===== src/rtl/quadra_sweep.sv =====
// quadra_sweep: issues an arithmetic sweep of arguments to a fixed-latency
// polynomial evaluator, pairs each returned y with its argument and streams
// the results out through a small FIFO with credit-based flow control.
module quadra_sweep #(
    parameter int unsigned X_W   = 24,
    parameter int unsigned Y_W   = 24,
    parameter int unsigned LAT   = 3,
    parameter int unsigned DEPTH = 4
) (
    input  logic             clk,
    input  logic             rst,
    input  logic             start,
    input  logic [X_W-1:0]   x_base,
    input  logic [X_W-1:0]   x_step,
    input  logic [15:0]      n_points,
    output logic [X_W-1:0]   x,
    input  logic [Y_W-1:0]   y,
    output logic             res_valid,
    input  logic             res_ready,
    output logic [X_W-1:0]   res_x,
    output logic [Y_W-1:0]   res_y,
    output logic             res_last,
    output logic             busy,
    output logic             done
);

    localparam int unsigned AW    = $clog2(DEPTH);
    localparam int unsigned CNT_W = AW + 1;
    localparam int unsigned CW    = $clog2(DEPTH + LAT + 2) + 1;

    typedef enum logic [1:0] {IDLE, RUN, DRAIN, DONE} state_t;

    typedef struct packed {
        logic           issued;
        logic           last;
        logic [X_W-1:0] x;
    } tag_t;

    typedef struct packed {
        logic           last;
        logic [X_W-1:0] x;
        logic [Y_W-1:0] y;
    } res_t;

    state_t             state, state_n;
    logic [X_W-1:0]     arg, step;
    logic [15:0]        remaining;
    logic               issued_q, last_q;
    tag_t               pipe [LAT];
    res_t               mem  [DEPTH];
    res_t               head_c;
    logic [AW-1:0]      wr_ptr, rd_ptr;
    logic [CNT_W-1:0]   fifo_count, fifo_count_n;
    logic [CW-1:0]      inflight;
    logic               issue_c, last_c, push_c, pop_c;
    tag_t               exit_c;

    // The x register plus issued_q/last_q form the first tag stage; pipe adds LAT more.
    assign exit_c  = pipe[LAT-1];
    assign push_c  = exit_c.issued;
    assign pop_c   = res_valid && res_ready;
    assign head_c  = mem[rd_ptr];
    assign res_x   = head_c.x;
    assign res_y   = head_c.y;
    assign res_last = res_valid && head_c.last;

    // Credit check: outstanding tags plus stored results must leave room for one more.
    always_comb begin
        issue_c      = 1'b0;
        last_c       = 1'b0;
        fifo_count_n = fifo_count + CNT_W'(push_c) - CNT_W'(pop_c);
        if (state == RUN && remaining != 16'd0 &&
            (CW'(fifo_count) + inflight) < CW'(DEPTH)) begin
            issue_c = 1'b1;
            last_c  = (remaining == 16'd1);
        end
    end

    // Next-state logic.
    always_comb begin
        state_n = state;
        case (state)
            IDLE:    if (start) state_n = (n_points == 16'd0) ? DONE : RUN;
            RUN:     if (remaining == 16'd0) state_n = DRAIN;
            DRAIN:   if (inflight == '0 && fifo_count == '0) state_n = DONE;
            DONE:    state_n = IDLE;
            default: state_n = IDLE;
        endcase
    end

    // State register and status outputs.
    always_ff @(posedge clk or posedge rst) begin
        if (rst) begin
            state <= IDLE;
            busy  <= 1'b0;
            done  <= 1'b0;
        end else begin
            state <= state_n;
            busy  <= (state_n != IDLE);
            done  <= (state == DONE);
        end
    end

    // Argument generator and first tag stage.
    always_ff @(posedge clk or posedge rst) begin
        if (rst) begin
            arg       <= '0;
            step      <= '0;
            remaining <= '0;
            x         <= '0;
            issued_q  <= 1'b0;
            last_q    <= 1'b0;
        end else begin
            if (state == IDLE && start) begin
                arg       <= x_base;
                step      <= x_step;
                remaining <= n_points;
            end else if (issue_c) begin
                arg       <= arg + step;
                remaining <= remaining - 16'd1;
            end
            if (issue_c) x <= arg;
            issued_q <= issue_c;
            last_q   <= last_c;
        end
    end

    // Tag pipeline aligned with the evaluator latency, plus in-flight count.
    always_ff @(posedge clk or posedge rst) begin
        if (rst) begin
            for (int i = 0; i < LAT; i++) pipe[i] <= '0;
            inflight <= '0;
        end else begin
            pipe[0] <= '{issued: issued_q, last: last_q, x: x};
            for (int i = 1; i < LAT; i++) pipe[i] <= pipe[i-1];
            inflight <= inflight + CW'(issue_c) - CW'(push_c);
        end
    end

    // Result FIFO; writes never meet a full FIFO thanks to the credit check.
    always_ff @(posedge clk or posedge rst) begin
        if (rst) begin
            for (int i = 0; i < DEPTH; i++) mem[i] <= '0;
            wr_ptr     <= '0;
            rd_ptr     <= '0;
            fifo_count <= '0;
            res_valid  <= 1'b0;
        end else begin
            if (push_c) begin
                mem[wr_ptr] <= '{last: exit_c.last, x: exit_c.x, y: y};
                wr_ptr      <= wr_ptr + AW'(1);
            end
            if (pop_c) rd_ptr <= rd_ptr + AW'(1);
            fifo_count <= fifo_count_n;
            res_valid  <= (fifo_count_n != '0);
        end
    end

endmodule


===== config.mk =====
export PLATFORM = sky130hd
export DESIGN_NAME = quadra_sweep
export DESIGN_NICKNAME = d
export VERILOG_FILES = /design/src/rtl/quadra_sweep.sv
export SDC_FILE = /design/constraint.sdc
export NUM_CORES = 1
export LEC_CHECK = 0
export ABC_AREA = 1
export CAP_MARGIN = 20
export CORE_AREA = 2 2 225 227
export DETAILED_ROUTE_END_ITERATION = 10
export DIE_AREA = 0 0 227 229
export GPL_TIMING_DRIVEN = 0
export REMOVE_ABC_BUFFERS = 1
export SLEW_MARGIN = 10
export SYNTH_ARGS = -nofsm -noshare
export SYNTH_HDL_FRONTEND = slang
export SYNTH_SLANG_ARGS = --single-unit

===== constraint.sdc =====
create_clock -name clk -period 20.3 [get_ports clk]
set_input_delay 4.06 -clock clk [delete_from_list [all_inputs] [get_ports clk]]
set_output_delay 4.06 -clock clk [all_outputs]
set_load 0.02 [all_outputs]

* Word level (Yosys, flattened, before mapping)
Index checks and enable logic that the tools add are counted.
Operators by class: add/subtract/negate cells 9, order comparisons 4, equality and inequality tests 4, multiplexer cells 17, bitwise operators 2, reduce and logical (&&, ||, !) cells 16
Operator list (count):
- $bwmux W196 | 1
- $mux W49 | 3
- $bmux W49 S2 | 1
- $demux W49 S2 | 1
- $mux W24 | 2
- $logic_not A16 Y1 | 2
- $mux W16 | 2
- $add A24 B24 Y24 | 1
- $eq A16 B1 Y1 const B | 1
- $reduce_bool A16 Y1 | 1
- $sub A16 B1 Y16 const B | 1
- $mux W2 | 4
- $pmux W2 S4 | 1
- $logic_and A1 B1 Y1 | 7
- $ge A3 B3 Y1 const B | 2
- $not A2 Y3 | 2
- $add A3 B5 Y5 | 1
- $add A5 B1 Y5 | 1
- $logic_not A5 Y1 | 1
- $lt A5 B3 Y1 const B | 1
- $sub A5 B1 Y5 | 1
- $add A2 B1 Y2 const B | 2
- $eq A2 B2 Y1 const B | 2
- $reduce_bool A2 Y1 | 2
- 8 further kinds | 9
Storage, ports and cells: bits in registers 381, output and inout bits 76

* Depth between registers and ports, before layout
Gate-level depths: netlist of the first run.
word-level depth 6, mapped depth 19, depth with buffers taken out 17

* Worst setup path before layout of the first run
Ideal clock, no wire load.
path kind input -> register, start point input port res_ready, end point register res_valid, arrival 5555 ps, slack 14613 ps, stages 10, cell sequence nand2_1 -> inv_1 -> ha_1 -> inv_1 -> ha_1 -> inv_1 -> fa_1 -> xnor2_1 -> xnor2_1 -> or3_1
Between the ends: longest elaborated chain between the ends 3
RTL lines:
- from (decl) | RTL line 19 | input logic res_ready,
- $logic_and A1 B1 Y1 | RTL line 61 | assign pop_c = res_valid && res_ready;
- named net pop_c | RTL line 55 | logic issue_c, last_c, push_c, pop_c;
- $sub A3 B1 Y3 | RTL line 71 | fifo_count_n = fifo_count + CNT_W'(push_c) - CNT_W'(pop_c);
- named net fifo_count_n[2] | RTL line 53 | logic [CNT_W-1:0] fifo_count, fifo_count_n;
- $reduce_bool A3 Y1 | RTL line 155 | res_valid <= (fifo_count_n != '0);
- to (signal assigned) | RTL line 155
- to (decl) | RTL line 18 | output logic res_valid,
The timed path passes the listed nets, and every way through them passes these cells. A chain may end at the register's enable or synchronous reset.

* Worst setup path in the final report of the first run
start point register rd_ptr[1], end point output port res_x[13]
Between the ends: longest elaborated chain between the ends 4
RTL lines:
- from (decl) | RTL line 52 | logic [AW-1:0] wr_ptr, rd_ptr;
- from (signal assigned) | RTL line 153 | if (pop_c) rd_ptr <= rd_ptr + AW'(1);
- $not A2 Y3 (implied by the code) | RTL line 62 | assign head_c = mem[rd_ptr];
- $bmux W49 S2 | RTL line 62
- $mux W49 (implied by the code) (2 in a row) | RTL line 62
- to (decl) | RTL line 20 | output logic [X_W-1:0] res_x,
No other way between the ends. The select of a mux whose other input is x is not followed.

==> impl_metrics.csv, run 1 <==
group,metric,value,unit
drt,vias,13598,
grt,antenna_found_initial,0,
min_path,hold_class,"flop to flop",
final_layout,multi_input_area,6490,um2
final_layout,syn_to_final_growth,22.5,%
floorplan,initial_utilization,34.6,%
logic_synthesis,synth_edf_count,0,
critical_path,r2r-start,"fifo_count[1]",
logic_synthesis,yosys.cell_types.count,37,
sta,holdWs,0.338,ns
clocking,hold_buffers,0,
floorplan,dieArea,52000,um2
sta,fin_crit,6.97,ns
floorplan,ios,168,
sta,skew,0.0152,ns
sta,max-slew-margin-rel,32.6,%
pwr,seq_power_share,34.5,%
placement,dpl.hpwl,27200,um
floorplan,die_w,227,um
clocking,clk_pin_slew,0.06,ns
sta,setup-tns-final,0,ns
clocking,numCtsBuffers,43,
grt,grt_first_pass_wirelength,70800,um
critical_path,r2r_cells,13,
sta,setup_viol_count_final,0,
logic_synthesis,synth_seq_cells,381,
pwr,p_int,0.00224,W
final_layout,antenna_cells,0,
drt,drc,0,
clocking,postCtsSetupRepairBufs,0,
pwr,p_sw,0.00156,W
sta,worst_pin_slew,1.01,ns
final_layout,fillers,4959,
clocking,clockBufferDepth,3,
critical_path,worst-endpoint-required,16.24,ns
sta,finalMaxSlewViolations,0,
floorplan,rows,82,
logic_synthesis,ys.flop_type,"dfrtp_1",
drt,drt_iter0_markers,834,
logic_synthesis,synth_area_per_cell,8.44,um2
clocking,cts_htree_levels,2,
final_layout,final_nets,2296,
clocking,clockRootBuffer,"clkbuf_16",
grt,grt_overflow,0,
critical_path,crit_type,"flop to primary output",
final_layout,drive_gt1_share,5.07,%
critical_path,startpoint_type,"flop",
drt,vias_per_cell,4.75,
placement,gp_congestion,0.919,
logic_synthesis,synthCells,2033,
min_path,min_path_cells,0,
critical_path,worstReg2RegEnd,"inflight[4]",
critical_path,reg2reg_slack,16.79,ns
final_layout,utilization,42.3,%
clocking,cts-resized-gates,0,
sta,rsz0062_at_grt,"false",
final_layout,area.sequential,9540,um2
pwr,swShare,41.1,%
clocking,clock-sinks,381,
logic_synthesis,yosysSeqAreaShare,55.5,%
sta,fin_crit_sh,34.3,%
min_path,hold_end,"pipe[36]",
grt,grt_max_degree,118,
pwr,p_leak,10.3,nW
run_status,status,"completed",
pwr,p_per_area,181,nW/um2
drt,ant_nets,0,
pwr,p_clk_share,20.6,%
floorplan,die_h,229,um
drt,drt-pass1-iter-count,5,
sta,hold_viol,0,
pwr,peakVddDrop,77.6,uV
critical_path,crit_path_end_kind,"primary output",
sta,max_freq,144,MHz
logic_synthesis,synth_async_sr_flop_share,100,%
placement,port_buffers,167,
drt,routed_wl,42900,um
clocking,clkLatencyLatePin,0.56,ns
critical_path,arrival,2.91,ns
pwr,share_comb_of_total_power,44.9,%
min_path,worstHoldStart,"pipe[62]",
drt,routedWlPerCell,15.0,um
run,cap_violations,0,
logic_synthesis,yosys_warnings,0,
grt,grt_pass1_vias,13564,
clocking,cts_tree,"yes",
critical_path,cp_max_fo,38,
floorplan,core_area,49700,um2
grt,grt.total_usage,16.9,%
logic_synthesis,syn-cell-area,17200,um2
through the flow:
step	setup WS [ns]	instance area [um2]	instances	power, W
floorplan	5.65	16700	1937	0.00239
global placement	1.10	19200	2776	0.00298
detailed placement	13.72	19600	2789	0.00304
CTS	13.21	21000	2862	0.00385
global route	13.16	21000	2862	0.00413
finish	13.33	21000	2862	0.00380
power by group through the flow:
| stage | logic, W | clock network, W | registers, W |
|---|---|---|---|
| final | 0.00171 | 0.000781 | 0.00131 |
| after global routing | 0.00194 | 0.000838 | 0.00135 |
| after CTS | 0.00173 | 0.000810 | 0.00131 |
| after detailed placement | 0.00172 | 0 | 0.00132 |
| after global placement | 0.00163 | 0 | 0.00135 |
| after floorplan | 0.00109 | 0 | 0.00130 |
placed cells by master (no fill, tap or decap), drive strengths merged, types with 3 or more instances in the layout:
cell type	netlist	routed
nand2	626	626
dfrtp	381	381
o21ai	318	318
inv	192	192
nor2	172	172
clkdlybuf4s50	0	167
nand3	79	79
clkbuf	65	61
o22ai	48	48
ha	39	39
a21oi	19	19
xor2	14	14
buf	31	13
xnor2	12	12
nand3b	9	9
clkinv	0	8
nor3	7	7
nand4	6	6
or2	6	6
fa	3	3
bufinv	0	3
cell type report:
class / instances / share of cell area [%]
inverter: 192 / 3.49
clock buffer: 61 / 6.07
sequential: 381 / 45.4
timing repair buffer: 180 / 9.51
multi-input combinational: 1364 / 30.9
tap: 672 / 4.00
clock inverter: 12 / 0.655
worst max path at each step:
stage               from   endpoint  slack (ns)  depth (start not counted)
5_1_grt        rd_ptr[1]  res_x[12]       13.16                          6
3_3_place_gp         rst   mem[169]        1.10                          2
2_1_floorplan        rst     arg[0]        5.65                          1
6_report       rd_ptr[1]  res_x[13]       13.33                          6
3_5_place_dp         rst   step[22]       13.72                          5
4_1_cts        rd_ptr[1]  res_x[12]       13.21                          6
logic make-up after synthesis:
logic type / share of synthesized area, %
xor+xnor: 1.33
buf+inv: 6.82
simple gates: 21.4
flops: 55.5
fa+ha+maj: 3.19
compound gates: 11.7
registers in the layout, indices dropped and copies added (netlist names), 3 cells and up:
| signal | cells |
|---|---|
| step | 24 |
| fifo_count | 3 |
| pipe | 52 |
| inflight | 5 |
| exit_c | 25 |
| arg | 24 |
| mem | 196 |
| remaining | 16 |
| x | 24 |
per-layer routing:
metal	global-route usage (%)	vias up	share of wire [%]
met5	0	-	0
met1	22.2	6476	46
met3	2.73	74	4.5
li1	-	6753	-
met2	28.7	295	48
met4	5.15	0	2.3
synth_stat cells (9+ instances only):
cell type	instances	share of area (%)
clkbuf_1	65	1.4
nand3b_1	9	0.39
nand3_1	71	2.1
buf_2	19	0.55
xnor2_1	12	0.61
nor2_1	169	3.7
o22ai_1	48	1.7
xor2_1	14	0.71
dfrtp_1	381	56
ha_1	39	2.8
inv_1	189	4.1
a21oi_1	18	0.52
nand2_1	623	14
o21ai_0	318	9.3
worst max-delay path: stages, from the launching register on:
cell and delay, ns:
dfrtp_2 0.55, buf_12 0.25, inv_2 0.25, buf_12 0.27, o21ai_0 0.12, o22ai_1 0.24
clkdlybuf4s50_1 0.66
No activity file was read; power rests on OpenSTA's default activity.
==> inputs of run 2 (changes only) <==
clock period = 5.9 ns   (was 20.3 ns; I/O delays follow)
==> results of run 2 <==
The final DEF is identical to that of run 1. Status: completed.
Among the figures that moved: setup slack after placement 13.72 ns -> 2.20 ns; setup slack after layout 13.33 ns -> 1.81 ns; register-to-register setup slack 16.79 ns -> 2.39 ns; total power 0.00380 W -> 0.0131 W; worst IR drop on VDD 77.6 uV -> 267 uV
==> inputs of run 3 (changes only) <==
clock period = 3.6 ns   (was 5.9 ns; I/O delays follow)
==> impl_metrics.csv, run 3 (same netlist as run 1, synthesis figures left out) <==
group,metric,value,unit
pwr,p_leak,10.4,nW
final_layout,final_nets,2300,
sta,setup_viol_count_final,0,
floorplan,die_w,227,um
critical_path,worst-endpoint-required,2.88,ns
critical_path,crit_type,"flop to primary output",
placement,gp_congestion,0.919,
final_layout,layout_common_cells,"618 x nand2_1, 379 x dfrtp_1, 318 x o21ai_0, 186 x inv_1, 169 x nor2_1",
pwr,p_int,0.0126,W
drt,routed.top_layer,"met4",
critical_path,arrival,2.75,ns
clocking,clock-sinks,381,
pwr,p_clk_share,20.4,%
final_layout,fillers,4954,
grt,grt.total_usage,16.9,%
floorplan,die_h,229,um
critical_path,r2r_cells,15,
final_layout,regMostFlops,"mem",
drt,drt-pass1-iter-count,7,
final_layout,layout_commonest_cell,"nand2_1",
floorplan,ios,168,
pwr,seq_power_share,34.1,%
drt,wl_met2,21200,um
final_layout,antenna_cells,0,
placement,placed_area,19600,um2
drt,met3_length,2100,um
run,cap_violations,0,
pwr,p_per_area,1030,nW/um2
placement,dpl.hpwl,27200,um
run_status,status,"completed",
clocking,numCtsBuffers,43,
sta,worst_pin_slew,1.00,ns
min_path,min_path_cells,0,
final_layout,design_area,21100,um2
final_layout,utilization,42.5,%
grt,grt_overflow,0,
grt,grt_max_degree,118,
sta,fin_crit_sh,96.3,%
sta,hold_viol,0,
clocking,clk_pin_slew,0.06,ns
grt,antenna_found_initial,0,
sta,skew,0.0164,ns
drt,drt_iter0_markers,895,
final_layout,largest_reg_flops,196,
drt,routed_wl,44300,um
pwr,swShare,41.6,%
sta,finalMaxSlewViolations,0,
critical_path,crit_path_end_kind,"primary output",
floorplan,dieArea,52000,um2
final_layout,syn_to_final_growth,22.9,%
clocking,clkLatencyLatePin,0.56,ns
final_layout,final_cell_count_no_fill,2866,
clocking,clockBufferDepth,3,
floorplan,core_area,49700,um2
sta,max-slew-margin-rel,33.0,%
grt,grt_pass1_vias,13564,
clocking,hold_buffers,0,
drt,vias,13668,
pwr,share_comb_of_total_power,45.6,%
critical_path,startpoint_type,"flop",
pwr,p_sw,0.00901,W
drt,met1_length,19900,um
drt,drc,0,
clocking,cts_tree,"yes",
placement,dpl.cell_count,2789,
drt,ant_nets,0,
drt,routedWlPerCell,15.5,um
min_path,hold_class,"flop to flop",
grt,grt_first_pass_wirelength,70800,um
clocking,clockRootBuffer,"clkbuf_16",
clocking,cts_htree_levels,2,
placement,port_buffers,167,
sta,rsz0062_at_grt,"false",
final_layout,drive_gt1_share,5.29,%
floorplan,rows,82,
sta,fin_crit,3.47,ns
sta,max_freq,288,MHz
pwr,peakVddDrop,439,uV
floorplan,initial_utilization,34.6,%
drt,vias_per_cell,4.77,
critical_path,cp_max_fo,38,
[run 3: cell types whose count changed in the layout (fill, tap and decap cells not counted), sizes merged]
cell	delta
dlygate4sd2	+3
clkbuf	+1
clkdlybuf4s50	-9
nand3	+2
dlymetal6s2s	+6
buf	+1
[run 3: path summary, 6_finish.rpt]
check / startpoint / to / slack [ns]
hold reg to reg: pipe[62] / pipe[36] / 0.34
setup reg to reg: fifo_count[2] / inflight[4] / 0.24
min in group asynchronous: rst / pipe[52] / 0.63
max in group asynchronous: rst / step[18] / 1.06
hold / removal: pipe[62] / pipe[36] / 0.34
setup / recovery: rd_ptr[1] / res_x[15] / 0.13
[run 3: power groups by stage]
| stage | Clock, W | Combinational (W) | Sequential, W |
|---|---|---|---|
| 2_1_floorplan | 0 | 0.00616 | 0.00732 |
| 3_3_place_gp | 0 | 0.00919 | 0.00761 |
| 3_5_place_dp | 0 | 0.00971 | 0.00745 |
| 4_1_cts | 0.00457 | 0.00973 | 0.00740 |
| 5_1_grt | 0.00472 | 0.0112 | 0.00762 |
| 6_report | 0.00441 | 0.00986 | 0.00738 |
[run 3: cell type report]
cell class	instances	area, um2	area share (%)
sequential	381	9540	45.2
tap	672	841	3.98
clock buffer	61	1280	6.05
multi-input combinational	1366	6520	30.9
clock inverter	12	138	0.652
timing repair buffer	182	2050	9.70
inverter	192	738	3.50
[run 3: repair_timing]
action,CTS,global route
endpoints found under the hold margin,0,0
buffers inserted,0,1
resized for setup,5,8
setup endpoints to repair,19,11
pin swaps,0,1
gates cloned,0,3
[run 3: layer usage]
metal | GRT usage [%] | vias to the layer above
li1 | - | 6761
met1 | 22.2 | 6492
met2 | 28.7 | 336
met3 | 2.73 | 79
met4 | 5.15 | 0
met5 | 0 | -
[run 3: through the flow]
stage          hold WS (ns)  power, W  setup WS (ns)  setup TNS, ns
2_1_floorplan         0.331    0.0135          -7.71       -2944.26
3_3_place_gp          0.331    0.0168         -12.26       -4881.16
3_5_place_dp          0.335    0.0172       -0.00383       -0.00383
4_1_cts               0.340    0.0217       0.000500              0
5_1_grt               0.346    0.0235        0.00320              0
6_report              0.338    0.0216          0.132              0
[run 3: worst max-delay path: stages (launching register included)]
cell	delay [ns]
dfrtp_2	0.54
buf_12	0.25
inv_4	0.17
buf_12	0.25
o21ai_0	0.12
o22ai_1	0.19
clkdlybuf4s50_1	0.65
